**src/rtl/zle_pkg.sv**
```systemverilog
// rtl/zle_pkg.sv - token fields and state encodings shared by the ZLE encoder and decoder
package zle_pkg;

   localparam int DATA_W      = 3;
   localparam int TOK_W       = DATA_W + 1;
   localparam int TOK_RUN_BIT = DATA_W;

   typedef enum logic {
      S_IDLE = 1'b0,
      S_RUN  = 1'b1
   } state_t;

endpackage

```
**src/rtl/zld_stream_if.sv**
```systemverilog
// rtl/zld_stream_if.sv - valid/ready stream bundle used on both sides of the decoder
interface zld_stream_if #(
   parameter int W = 4
);

   logic [W-1:0] d;
   logic         v;
   logic         r;

   modport master (output d, v, input r);
   modport slave  (input d, v, output r);

endinterface

```
**src/rtl/zld_dp.sv**
```systemverilog
// rtl/zld_dp.sv - decoder datapath: run counter and output sample register
import zle_pkg::*;

module zld_dp #(
   parameter int DATA_W = zle_pkg::DATA_W
) (
   input  logic              clock,
   input  logic              reset,
   input  state_t            state,
   input  logic              fire,
   input  logic              ld,
   input  logic [DATA_W:0]   tok,
   output logic [DATA_W-1:0] o_d,
   output logic              o_v,
   output logic              cnt_eq_1
);

   logic [DATA_W-1:0] cnt;

   assign cnt_eq_1 = (cnt == DATA_W'(1));

   always_ff @(posedge clock) begin
      if (reset) begin
         cnt <= '0;
         o_d <= '0;
         o_v <= 1'b0;
      end else begin
         case (state)
            S_IDLE: begin
               if (fire) begin
                  o_v <= 1'b1;
                  if (tok[DATA_W]) begin
                     o_d <= '0;
                     cnt <= tok[DATA_W-1:0];
                  end else begin
                     o_d <= tok[DATA_W-1:0];
                  end
               end else if (ld) begin
                  o_v <= 1'b0;
               end
            end
            S_RUN: begin
               // The first zero of a run was loaded on acceptance, so cnt zeros remain.
               if (ld) begin
                  o_d <= '0;
                  o_v <= 1'b1;
                  cnt <= cnt - DATA_W'(1);
               end
            end
            default: o_v <= 1'b0;
         endcase
      end
   end

endmodule

```
**src/rtl/zld_stream.sv**
```systemverilog
// rtl/zld_stream.sv - zero run-length decoder: expands run tokens into zero samples
import zle_pkg::*;

module zld_stream #(
   parameter int DATA_W = zle_pkg::DATA_W
) (
   input  logic         clock,
   input  logic         reset,
   zld_stream_if.slave  in_s,
   zld_stream_if.master out_m,
   output logic         run_act
);

   state_t            state;
   logic              ld;
   logic              fire;
   logic              cnt_eq_1;
   logic [DATA_W-1:0] dp_d;
   logic              dp_v;

   assign ld      = !dp_v || out_m.r;
   assign in_s.r  = (state == S_IDLE) && ld;
   assign fire    = in_s.v && in_s.r;
   assign run_act = (state == S_RUN);

   assign out_m.d = dp_d;
   assign out_m.v = dp_v;

   always_ff @(posedge clock) begin
      if (reset) begin
         state <= S_IDLE;
      end else begin
         case (state)
            S_IDLE: begin
               // A zero-count run is a single zero and needs no S_RUN visit.
               if (fire && in_s.d[DATA_W] && (in_s.d[DATA_W-1:0] != '0))
                  state <= S_RUN;
            end
            S_RUN: begin
               if (ld && cnt_eq_1)
                  state <= S_IDLE;
            end
            default: state <= S_IDLE;
         endcase
      end
   end

   zld_dp #(.DATA_W(DATA_W)) u_dp (
      .clock    (clock),
      .reset    (reset),
      .state    (state),
      .fire     (fire),
      .ld       (ld),
      .tok      (in_s.d),
      .o_d      (dp_d),
      .o_v      (dp_v),
      .cnt_eq_1 (cnt_eq_1)
   );

endmodule

```
**src/flat_wrapper.sv**
```systemverilog
// flat-port wrapper written by rule: the top's interface ports become plain ports
module zld_stream_flat 
#(
   parameter int DATA_W = zle_pkg::DATA_W
)
  (clock, reset, run_act, in_s_d, in_s_v, in_s_r, out_m_d, out_m_v, out_m_r);
  zld_stream_if #(.W(4)) in_s_i ();
  zld_stream_if #(.W(3)) out_m_i ();
  input  logic clock;
  input  logic reset;
  output logic run_act;
  input wire logic [$bits(in_s_i.d)-1:0] in_s_d;
  input wire logic [$bits(in_s_i.v)-1:0] in_s_v;
  output wire logic [$bits(in_s_i.r)-1:0] in_s_r;
  output wire logic [$bits(out_m_i.d)-1:0] out_m_d;
  output wire logic [$bits(out_m_i.v)-1:0] out_m_v;
  input wire logic [$bits(out_m_i.r)-1:0] out_m_r;
  assign in_s_i.d = in_s_d;
  assign in_s_i.v = in_s_v;
  assign in_s_r = in_s_i.r;
  assign out_m_d = out_m_i.d;
  assign out_m_v = out_m_i.v;
  assign out_m_i.r = out_m_r;
  zld_stream #(.DATA_W(DATA_W)) u_core (.clock(clock), .reset(reset), .in_s(in_s_i), .out_m(out_m_i), .run_act(run_act));
endmodule
```
**config.mk**
```make
export PLATFORM = sky130hd
export DESIGN_NAME = zld_stream_flat
export DESIGN_NICKNAME = d
export VERILOG_FILES = /design/src/rtl/zle_pkg.sv /design/src/rtl/zld_stream_if.sv /design/src/rtl/zld_dp.sv /design/src/rtl/zld_stream.sv /design/src/flat_wrapper.sv
export SDC_FILE = /design/constraint.sdc
export NUM_CORES = 1
export LEC_CHECK = 0
export CORE_AREA = 3 3 40 42
export CTS_BUF_LIST = sky130_fd_sc_hd__clkbuf_4 sky130_fd_sc_hd__clkbuf_8
export DETAILED_ROUTE_END_ITERATION = 10
export DIE_AREA = 0 0 43 45
export PLACE_DENSITY = 0.65
export SETUP_SLACK_MARGIN = 0.5
export SLEW_MARGIN = 5
export SYNTH_ARGS = -nofsm -noshare
export SYNTH_HDL_FRONTEND = slang
export SYNTH_HIERARCHICAL = 1
export SYNTH_SLANG_ARGS = --single-unit
```
**constraint.sdc**
```tcl
create_clock -name clock -period 1.35 [get_ports clock]
set_input_delay 0.2025 -clock clock [delete_from_list [all_inputs] [get_ports clock]]
set_output_delay 0.2025 -clock clock [all_outputs]
set_load 0.01 [all_outputs]
```
==> flow_summary.ini <==
[sta]
maxSlewHeadroom = 0.794
drv_slew = 0
worstMarginPinSlew_ns = 0.308
fin_crit_ns = 1.27
fin_crit_sh = 0.943
setup_viol = 0
fmax_mhz = 785
finalSetupTns_ns = 0
finalHoldViolations = 0
rsz0062_at_grt = true
clock_skew_ns = 0.00253

[place]
portBuffers = 13
place_hpwl_um = 900
placed_cell_area_um2 = 699
place_congestion = 0.789

[pwr]
p_leak_nw = 0.314
finalPower_w = 0.000728
power.density_nw_per_um2 = 947
vdd_drop_max_uv = 523

[drt]
drc = 0
routed_wl_mm = 1.24
first_pass_iters = 3
ant_nets = 0
routedWlPerCell_um = 12.8
via_per_inst = 4.94
num_vias = 479
first_iter_violations = 6

[min_path]
hold_end = u_core/u_dp/o_d[1]
hold_start = u_core/u_dp/o_d[1]
min_path_cells = 2
hold_path_class = flop to flop

[clock_tree]
numCtsBuffers = 3
clkSinkCount = 8
clk-insertion-delay-late_ns = 0.26
cts.path.max_buffers = 2
ctsHoldBuffers = 0
cts_tree = yes
clk_pin_slew_ns = 0.06
cts_htree_levels = 1
cts_root_buf = clkbuf_4

[critical_path]
critPathRequiredTime_ns = 1.54
cp.arrival_ns = 1.47
cpPeakStageDelay_ns = 0.35
critPathKind = flop to flop
crit_family = simple AND/OR/NAND/NOR gates
regToRegEndpoint = u_core/u_dp/cnt[2]
worst-path-buf-inv = 0
worstRegToRegCells = 6
r2r_setup_slack_ns = 0.08
end_kind = flop
path_max_fanout = 4
cp_slowest_cell = a221o_1
r2r_start = u_core/u_dp/o_v
cp_cell_sequence = nor2b_4 -> nor2_4 -> and2_4 -> nand3b_4 -> a221o_1 -> o21ai_1
crit_path_start_kind = flop
cp-startpoint = u_core/u_dp/o_v

[floorplanning]
dieArea_um2 = 1940
die_y_um = 45
ioPinCount = 14
start_util = 0.377
core_area_um2 = 1280
rows = 13
die_width_um = 43

[cells_and_area]
nNetsFinal = 94
fin_area_um2 = 769
final_cell_mix = buf_4 (11), clkdlybuf4s50_1 (6), buf_6 (6), nand3_1 (6), a21oi_2 (5)
antenna_cells = 0
area_growth_syn_to_layout_pct = 58.9
layout_commonest_cell = buf_4
drive_gt1_frac = 0.476

[synthesis]
synth-seq-area-share = 0.331
yosysTopAreaCell = dfxtp_1
synth_edf_count = 0
syn_area_per_cell_um2 = 8.65
synth.top_cell.area_share = 0.331
synth_top_family_by_area = simple AND/OR/NAND/NOR gates
synth-simple-area-share = 0.349
synth.area.mux_share = 0.0439
yosys-top-cells-area = dfxtp_1 (33%), nand3_1 (6.2%), a21oi_1 (5.2%), ha_1 (5.2%), a221o_1 (4.1%)
yosys_warnings = 6
synthAdderAreaFrac = 0.0517
synthDistinctLibCells = 26
synth_xor_area_frac = 0
syn_area_um2 = 484
synth-seq-cells = 8
synth_compound_area_frac = 0.171
syn_inst = 56
synth_nets = 66
synthArstFlopShare = 0
synthFlopType = dfxtp_1

[global_routing]
grt.total_usage = 0.150
antenna_found_initial = 0
grt_pass1_vias = 498
grt_max_degree = 14
grt_pass1_wl_mm = 2.08
grt_overflow = 0

[job]
maxCapViolations = 0

[status]
status = finished, final reports clean
## metal layers
metal | global-route usage | part of all wire
met2 | 0.257 | 0.50
met1 | 0.167 | 0.44
met3 | 0.0518 | 0.045
met4 | 0.0723 | 0.014
met5 | 0 | 0
## worst max-delay path by stage
stage,to,slack [ns],cells after the start
6_report,u_core/u_dp/cnt[2],0.08,6
5_1_grt,u_core/u_dp/cnt[1],0.01,6
4_1_cts,u_core/u_dp/cnt[1],0.07,6
3_5_place_dp,u_core/u_dp/cnt[1],-0.26,7
3_3_place_gp,in_s_r,-0.25,4
2_1_floorplan,u_core/u_dp/cnt[1],0.04,6
## cells in the mapped netlist, types with 2 or more instances
cell	number
a221o_1	2
nor3_1	2
a21oi_1	5
nor2b_1	2
nor2_1	4
nand2b_1	3
nand2_1	4
inv_1	2
a21oi_2	2
dfxtp_1	8
ha_1	2
nand3_1	6
## sequential cells by signal, summed over array words and instances (netlist names)
register	count
u_core/run_act	1
u_core/u_dp/cnt	3
u_core/u_dp/o_d	3
u_core/u_dp/o_v	1
## stage by stage
stage          hold slack, ns  std cells   util  worst slack, ns
2_1_floorplan           0.354         56      -           0.0354
5_1_grt                 0.475         97  0.599           0.0145
3_3_place_gp            0.437         91  0.544           -0.249
4_1_cts                 0.454         97  0.600           0.0674
6_report                0.453         97  0.599           0.0769
3_5_place_dp            0.439         91  0.544           -0.263
## power by group
group	switching [W]	internal (W)	total (W)	leakage, nW
registers	0.0000167	0.000259	0.000276	0.0679
clock network	0.0000942	0.000103	0.000197	0.0138
logic	0.000113	0.000143	0.000256	0.232
## worst register-to-register path: stages, from the launching register on
cell,delay (ns)
dfxtp_2,0.31
nor2b_4,0.13
nor2_4,0.09
and2_4,0.17
nand3b_4,0.09
a221o_1,0.35
o21ai_1,0.07
## cell type report
class	instances	area, um^2
well taps	15	18.8
fillers	112	515
clock buffers	3	22.5
inverters	3	13.8
repair buffers	25	224
multi-input cells	43	322
flip-flops and latches	8	169
## repair_timing
item	in CTS	in global routing
gates resized for setup	37	3
pin swaps	1	1
setup endpoints to repair	14	14
buffers inserted	3	0
## cells by family (layout without fill, tap and decap cells)
group / after synthesis / count (layout)
adders and majority gates: 2 / 2
DFF: 8 / 8
muxes: 2 / 2
AOI/OAI and AO/OA: 12 / 12
and+or+nand+nor: 27 / 27
buffers and inverters: 5 / 31
No activity file was read; power rests on OpenSTA's default activity.
